## config.mk

```make
export PLATFORM = sky130hd
export DESIGN_NAME = mp_add_sched
export DESIGN_NICKNAME = d
export VERILOG_FILES = /design/src/rtl/mp_add_sched.sv
export SDC_FILE = /design/constraint.sdc
export NUM_CORES = 1
export LEC_CHECK = 0
export ABC_AREA = 1
export ABC_CLOCK_PERIOD_IN_PS = 4600
export CAP_MARGIN = 20
export CORE_AREA = 2 2 165 167
export DETAILED_ROUTE_END_ITERATION = 10
export DIE_AREA = 0 0 167 169
export MAX_ROUTING_LAYER = met4
export PLACE_DENSITY = 0.56
export RECOVER_POWER = 50
export SYNTH_ARGS = -nofsm -noshare
export SYNTH_HDL_FRONTEND = slang
export SYNTH_SLANG_ARGS = --single-unit
```

## constraint.sdc

```tcl
create_clock -name clk_i -period 4.6 [get_ports clk_i]
set_clock_uncertainty 0.2 [all_clocks]
set_input_delay 0.92 -clock clk_i [delete_from_list [all_inputs] [get_ports clk_i]]
set_output_delay 0.92 -clock clk_i [all_outputs]
set_load 0.02 [all_outputs]
```

## src/rtl/mp_add_sched.sv

```systemverilog
// Shares one mp_adder among NREQ requesters. Grants round-robin within the current data type
// and drains the adder pipeline before switching between integer and FP16 mode.
module mp_add_sched #(
  parameter int unsigned NREQ    = 4,
  parameter int unsigned ADD_LAT = 2,
  parameter int unsigned MAX_RUN = 8,
  localparam int unsigned IdW    = (NREQ > 1) ? $clog2(NREQ) : 1,
  localparam int unsigned RunW   = $clog2(MAX_RUN + 1)
) (
  input  logic                 clk_i,
  input  logic                 rst_i,
  input  logic [NREQ-1:0]      req_valid_i,
  output logic [NREQ-1:0]      req_ready_o,
  input  logic [NREQ-1:0]      req_dtype_i,
  input  logic [36*NREQ-1:0]   req_opa_i,
  input  logic [32*NREQ-1:0]   req_opb_i,
  output logic                 add_en_o,
  output logic                 add_dtype_o,
  output logic [35:0]          add_opa_o,
  output logic [31:0]          add_opb_o,
  input  logic [35:0]          add_sum_i,
  output logic                 rsp_valid_o,
  output logic [IdW-1:0]       rsp_id_o,
  output logic [35:0]          rsp_sum_o
);

  typedef enum logic {StIssue, StDrain} state_e;

  state_e            state_q, state_d;
  logic              md_q, md_d;
  logic [RunW-1:0]   run_q, run_d;
  logic [IdW-1:0]    ptr_q, ptr_d;

  logic              iss_vld_q;
  logic [IdW-1:0]    iss_id_q;
  logic [35:0]       opa_q;
  logic [31:0]       opb_q;
  logic [ADD_LAT-1:0] tag_vld_q;
  logic [IdW-1:0]    tag_id_q [ADD_LAT];

  logic [NREQ-1:0]   match, other;
  logic              any_match, any_other, run_sat, pipe_empty;
  logic              gnt_found, fire, drain_done;
  logic [IdW-1:0]    gnt_id;
  logic [IdW:0]      rr_idx;
  logic [35:0]       sel_opa;
  logic [31:0]       sel_opb;

  assign match      = req_valid_i & (md_q ? req_dtype_i : ~req_dtype_i);
  assign other      = req_valid_i & (md_q ? ~req_dtype_i : req_dtype_i);
  assign any_match  = |match;
  assign any_other  = |other;
  assign run_sat    = (run_q == RunW'(MAX_RUN));
  assign pipe_empty = !iss_vld_q && !(|tag_vld_q);

  // Round-robin search starting one past the last grant.
  always_comb begin
    gnt_found = 1'b0;
    gnt_id    = '0;
    rr_idx    = '0;
    for (int unsigned k = 1; k <= NREQ; k++) begin
      rr_idx = {1'b0, ptr_q} + (IdW+1)'(k);
      if (rr_idx >= (IdW+1)'(NREQ)) rr_idx = rr_idx - (IdW+1)'(NREQ);
      if (!gnt_found && match[rr_idx[IdW-1:0]]) begin
        gnt_found = 1'b1;
        gnt_id    = rr_idx[IdW-1:0];
      end
    end
  end

  always_comb begin
    sel_opa = '0;
    sel_opb = '0;
    for (int unsigned i = 0; i < NREQ; i++) begin
      if (gnt_id == IdW'(i)) begin
        sel_opa = req_opa_i[36*i +: 36];
        sel_opb = req_opb_i[32*i +: 32];
      end
    end
  end

  // FSM: state register
  always_ff @(posedge clk_i) begin
    if (rst_i) state_q <= StIssue;
    else       state_q <= state_d;
  end

  // FSM: next state
  always_comb begin
    state_d = state_q;
    unique case (state_q)
      StIssue: if (any_other && (!any_match || run_sat)) state_d = StDrain;
      StDrain: if (pipe_empty) state_d = StIssue;
      default: state_d = StIssue;
    endcase
  end

  // FSM: outputs
  always_comb begin
    fire       = 1'b0;
    drain_done = 1'b0;
    unique case (state_q)
      StIssue: fire = gnt_found && !(any_other && run_sat);
      StDrain: drain_done = pipe_empty;
      default: ;
    endcase
  end

  always_comb begin
    md_d  = md_q;
    run_d = run_q;
    ptr_d = fire ? gnt_id : ptr_q;
    if (drain_done) begin
      md_d  = ~md_q;
      run_d = '0;
    end else if (fire && !run_sat) begin
      run_d = run_q + RunW'(1);
    end
  end

  always_ff @(posedge clk_i) begin
    if (rst_i) begin
      md_q      <= 1'b0;
      run_q     <= '0;
      ptr_q     <= IdW'(NREQ - 1);
      iss_vld_q <= 1'b0;
      iss_id_q  <= '0;
      opa_q     <= '0;
      opb_q     <= '0;
      tag_vld_q <= '0;
      for (int i = 0; i < ADD_LAT; i++) tag_id_q[i] <= '0;
    end else begin
      md_q        <= md_d;
      run_q       <= run_d;
      ptr_q       <= ptr_d;
      iss_vld_q   <= fire;
      iss_id_q    <= gnt_id;
      opa_q       <= fire ? sel_opa : '0;
      opb_q       <= fire ? sel_opb : '0;
      // Tag stages track the op through the adder, starting from the issue slot.
      tag_vld_q[0] <= iss_vld_q;
      tag_id_q[0]  <= iss_id_q;
      for (int i = 1; i < ADD_LAT; i++) begin
        tag_vld_q[i] <= tag_vld_q[i-1];
        tag_id_q[i]  <= tag_id_q[i-1];
      end
    end
  end

  always_comb begin
    req_ready_o = '0;
    if (fire && !rst_i) req_ready_o[gnt_id] = 1'b1;
  end

  // Outputs are forced quiet combinationally while reset is held.
  assign add_en_o    = !rst_i;
  assign add_dtype_o = md_q & !rst_i;
  assign add_opa_o   = rst_i ? '0 : opa_q;
  assign add_opb_o   = rst_i ? '0 : opb_q;
  assign rsp_valid_o = tag_vld_q[ADD_LAT-1] & !rst_i;
  assign rsp_id_o    = rst_i ? '0 : tag_id_q[ADD_LAT-1];
  assign rsp_sum_o   = add_sum_i;

endmodule

```

# [Yosys cells after proc, flatten, opt, wreduce, memory -nomap -nowiden]
# Memory sizes are Yosys's and may differ from the RTL's.
# Cells that the tools add are included.
[op_classes] n_bitwise=10 reduce_logical=26 n_eq_ne=4 n_addsub=9 muxes=46 n_lt_le_gt_ge=10
[ops] op="$mux W36" count=5
[ops] op="$mux W32" count=5
[ops] op="$mux W2" count=11
[ops] op="$mux W1" count=16
[ops] op="$lt A2 B3 Y1 const B" count=5
[ops] op="$ge A3 B3 Y1 const B" count=4
[ops] op="$mux W4" count=3
[ops] op="$logic_and A1 B1 Y1" count=10
[ops] op="$logic_not A1 Y1" count=9
[ops] op="$and A4 B4 Y4" count=2
[ops] op="$bmux W1 S2" count=4
[ops] op="$reduce_or A4 Y1" count=2
[ops] op="$sub A2 B1 Y2 const B" count=4
[ops] op="$add A2 B2 Y3 const B" count=2
[ops] op="$reduce_or A2 Y1" count=3
[ops] op="$add A4 B1 Y4 const B" count=1
[ops] op="$eq A2 B2 Y1 const B" count=2
[ops] op="$eq A4 B4 Y1 const B" count=1
[ops] op="$not A4 Y4" count=1
[ops] op="$add A2 B1 Y3 const B" count=1
[ops] op="$add A2 B3 Y3 const B" count=1
[ops] op="$not A1 Y1" count=3
[ops] op="$and A1 B1 Y1" count=2
[ops] op="$demux W1 S2" count=1
[ops] op="6 further kinds" count=7
[word_totals] ramBits=4 mem_count=1 register_bits=81
[mem_list] name="tag_id_q" words=2 word_bits=2 read_ports=2 rd_ports_with_merged_regs=0 wr=2 line="39" text="logic [IdW-1:0] tag_id_q [ADD_LAT];"

# [Longest topological paths before layout]
[logic_depth] depth_word=20 mapped_depth=17 ltp_nobuf=16

# [Least setup slack after synthesis]
# Ideal clock, no wire load.
[synth_timing] path_type="input -> output" from="input req_dtype_i[3]" to="output req_ready_o[1]" cell_stages=12 slack_ps=1015 arrival_ps=2465 path_buffers=1 cell_sequence="inv_1 > nand2_1 > nand2_1 > nand3_2 > nand3_1 > nand2_2 > nand3b_1 > nand2_1 > inv_2 > nand2_4 > clkbuf_1 > nor3_1"
[synth_between] elab_chain_cells=20 elab_cells_between_ends=39 cone_classes="order compare (2); mux (22); bitwise (3); reduce/logical (12)"
[synth_lines] item="from (decl)" line="14" text="input logic [NREQ-1:0] req_dtype_i,"
[synth_lines] item="$not A4 Y4" line="49, 50"
[synth_lines] item="$mux W4" line="49" text="assign match = req_valid_i & (md_q ? req_dtype_i : ~req_dtype_i);"
[synth_lines] item="$and A4 B4 Y4" line="49"
[synth_lines] item="$bmux W1 S2" line="64" text="if (!gnt_found && match[rr_idx[IdW-1:0]]) begin"
[synth_lines] item="$mux W1 (not written as such)" line="64"
[synth_lines] item="$mux W1" line="64"
[synth_lines] item="$logic_not A1 Y1" line="64"
[synth_lines] item="$logic_and A1 B1 Y1" line="64"
[synth_lines] item="[... 4 more ...]"
[synth_lines] item="$logic_not A1 Y1" line="64"
[synth_lines] item="$logic_and A1 B1 Y1" line="64"
[synth_lines] item="$mux W2" line="64"
[synth_lines] item="$lt A2 B3 Y1 (not written as such) / $ge A2 B1 Y1 (equally long branches)" line="152" text="if (fire && !rst_i) req_ready_o[gnt_id] = 1'b1;"
[synth_lines] item="$logic_and A1 B1 Y1 (not written as such)" line="152"
[synth_lines] item="$mux W1 (not written as such)" line="152"
[synth_lines] item="$demux W1 S2" line="152"
[synth_lines] item="$mux W4 (*)" line="152"
[synth_lines] item="to (decl)" line="13" text="output logic [NREQ-1:0] req_ready_o,"
# Every way passes the cells marked *; elsewhere a longest branch is shown, timed or not. The select of a mux whose other input is x is not followed.

# [Worst setup path after layout]
[layout_timing] from="input req_dtype_i[2]" to="output req_ready_o[0]"
# The elaborated chain is that of the path after synthesis.

==> out/results.txt <==
First-pass GRT wire length: 38500 um
Share of the synthesized area in the top cell type: 30.0%
Synth warn: 0
Final wirelength: 25900 um
Peak VDD IR: 0.000335 V
#FFs+latches synth: 85
Slowest cell on crit path: clkdlybuf4s50_1
Crit Path Class: primary input to primary output
Routed Antenna Nets: 0
GPL Wtd Cong: 0.867
DRT Pass-1 Iters: 4
Vias: 6965
Crit path capture type: primary output
Total Routing Usage GR: 18.3%
Mean Syn Cell Area: 5.71 um2
Crit path max-delay family: simple AND/OR/NAND/NOR gates
R2R cell count: 14
Netlist Area Pre-Place: 5670 um2
Area of the core: 26500 um2
CTS tree: built
WL/cell: 15.8 um
Max Cap Viol: 0
Die area: 28200 um2
Largest cells by area after synthesis: dfxtp_1 30%, nand2_1 21%, nor2_1 12%
Area grow syn2layout: 69.3%
Starting Density: 21.4%
Site row count: 60
Netlist cell types: 26
Highest clock rate: 0.228 GHz
Post-synthesis net count: 1314
Max clock buf depth: 2
Post-CTS Setup Bufs: 0
Setup TNS: 0 ns
Worst Path Required: 3.48 ns
Residual DRC: 0
Final Cycle Share: 95.5%
Vias in the first global route: 6880
WP depth: 12
Post-route insts no fill: 1639
RSZ-0062 raised after global routing: no
Layout cells sized above 1: 3.93%
HP Class: flip-flop to flip-flop
P per Cell Area: 560 nW/um2
Hold Path Depth: 2
Status: complete, no violations
Initial DRC Count: 319
CP startpoint kind: primary input
Pin count of the biggest net entering global routing: 49
Clock Latency Late Sink: 0.34 ns
Final Max Tran Viols: 0
Setup Viol. Count Final: 0
Via/cell ratio: 4.25
Worst-Margin Slew: 1.24 ns
WP data arrival: 3.27 ns
I/O Buffers: 358
Layout Nets: 1613
Global route overflow: 0
CTS Buf Count: 9
Crit-path max cell delay: 0.68 ns
Minimum clock period: 4.39 ns
Height of the die: 169 um
LEAKAGE: 4.51 nW
Initial antenna violation count: 0
N_diodes: 0
H-tree Lvls: 3
Crit path buffers/inverters: 2
Root Driver: clkbuf_16
Clock sink count: 85
Final hold violation count: 0
Area leader, netlist: dfxtp_1
Max FO, Critical Path: 7
Crit path cell chain: clkdlybuf4s50_1, nand2_1, nand2_1, nand3_2, nand3_1, nand2_2, nand3_1, nand3_1, nand2_2, nand2_1, nor2_1, clkdlybuf4s50_1
Post-Syn Instances: 994
Placed Cells: 1623
Die Span X: 167 um
Max-slew headroom: 17.3%
Post-synthesis sequential area ratio: 30.0%
CTS clock-pin slew for the worst setup and hold paths: 0.07 ns
I/O pin cnt: 431
Hpwl dp: 19800 um
-- state kept, by name, indices dropped and copies added (netlist names), 2 cells and up --
register	cells
ptr_q	2
iss_id_q	2
opa_q	36
tag_id_q	4
run_q	4
tag_vld_q	2
opb_q	32
-- worst min-delay path, cell delays in order, from the launching register on --
cell and delay [ns]:
dfxtp_1 0.30, inv_1 0.04, nor2_1 0.03
-- worst paths after layout --
| check | start | endpoint | slack, ns |
|---|---|---|---|
| min | iss_id_q[0]$_SDFF_PP0_ | tag_id_q[0][0]$_SDFF_PP0_ | 0.20 |
| max | req_dtype_i[2] | req_ready_o[0] | 0.21 |
| max reg2reg | ptr_q[0]$_SDFFE_PP1P_ | opb_q[27]$_SDFF_PP0_ | 0.87 |
| min reg2reg | iss_id_q[0]$_SDFF_PP0_ | tag_id_q[0][0]$_SDFF_PP0_ | 0.20 |
-- timing repair --
item | CTS | global route
hold buffers | 0 | 0
endpoints found under the setup margin | 0 | 3
gates resized for setup | 0 | 3
-- final cells by class --
cell class,instances,area (um2)
tap,341,427
inverter,127,477
fill,2994,16900
clock buffer,12,256
multi-input combinational,696,2980
clock inverter,4,31.3
timing repair buffer,374,3740
sequential,85,1700
-- placed cells by master (no fill, tap or decap), drive strengths merged --
cell and instances:
nand2 328, clkdlybuf4s50 309, nor2 188, inv 128
dfxtp 85, o21ai 77, nand3 64, dlygate4sd3 45
a21oi 17, clkbuf 15, buf 14, o211ai 11
nand4 5, dlymetal6s2s 3, clkinv 3, ha 2
xor2 1, nand3b 1, nor3 1, xnor2 1
-- synth_stat cells (all sizes together) --
library cell	count
a21oi	17
buf	63
clkbuf	23
dfxtp	85
ha	2
inv	127
nand2	328
nand3	64
nand3b	1
nand4	5
nor2	188
nor3	1
o211ai	11
o21ai	77
xnor2	1
xor2	1
-- stage by stage --
| stage | cell area [um2] | hold WS, ns | util (%) | total power, mW | setup slack [ns] |
|---|---|---|---|---|---|
| 2_1_floorplan | 5670 | 0.188 | - | 3.37 | 1.02 |
| 3_3_place_gp | 9340 | 0.189 | 35.2 | 4.76 | 0.138 |
| 3_5_place_dp | 9340 | 0.193 | 35.2 | 4.77 | 0.0677 |
| 4_1_cts | 9620 | 0.203 | 36.3 | 5.52 | 0.0472 |
| 5_1_grt | 9610 | 0.228 | 36.3 | 5.94 | 0.0169 |
| 6_report | 9610 | 0.201 | 36.3 | 5.39 | 0.205 |
-- cells by family after synthesis --
kind of cell | synth area share [%]
fa+ha+maj | 0.441
simple gates | 41.7
compound gates | 9.75
xor+xnor | 0.441
flops | 30.0
buf+inv | 17.6
-- where the power goes --
| group | leakage (nW) | switching, mW | internal, mW | total [mW] |
|---|---|---|---|---|
| sequential | 0.699 | 0.0742 | 0.951 | 1.03 |
| clock | 0.143 | 0.325 | 0.399 | 0.724 |
| combinational | 3.67 | 2.39 | 1.24 | 3.64 |
| total | 4.51 | 2.79 | 2.59 | 5.39 |
-- metal layers --
layer	vias up	wire length [um]	part of all wire, %	track usage (%)
met1	3067	10800	42	21.0
met2	298	13000	50	31.9
met5	-	0	0	-
li1	3574	-	-	-
met4	0	566	2.2	6.52
met3	26	1540	5.9	3.34
Power figures use the tool's default switching activity.
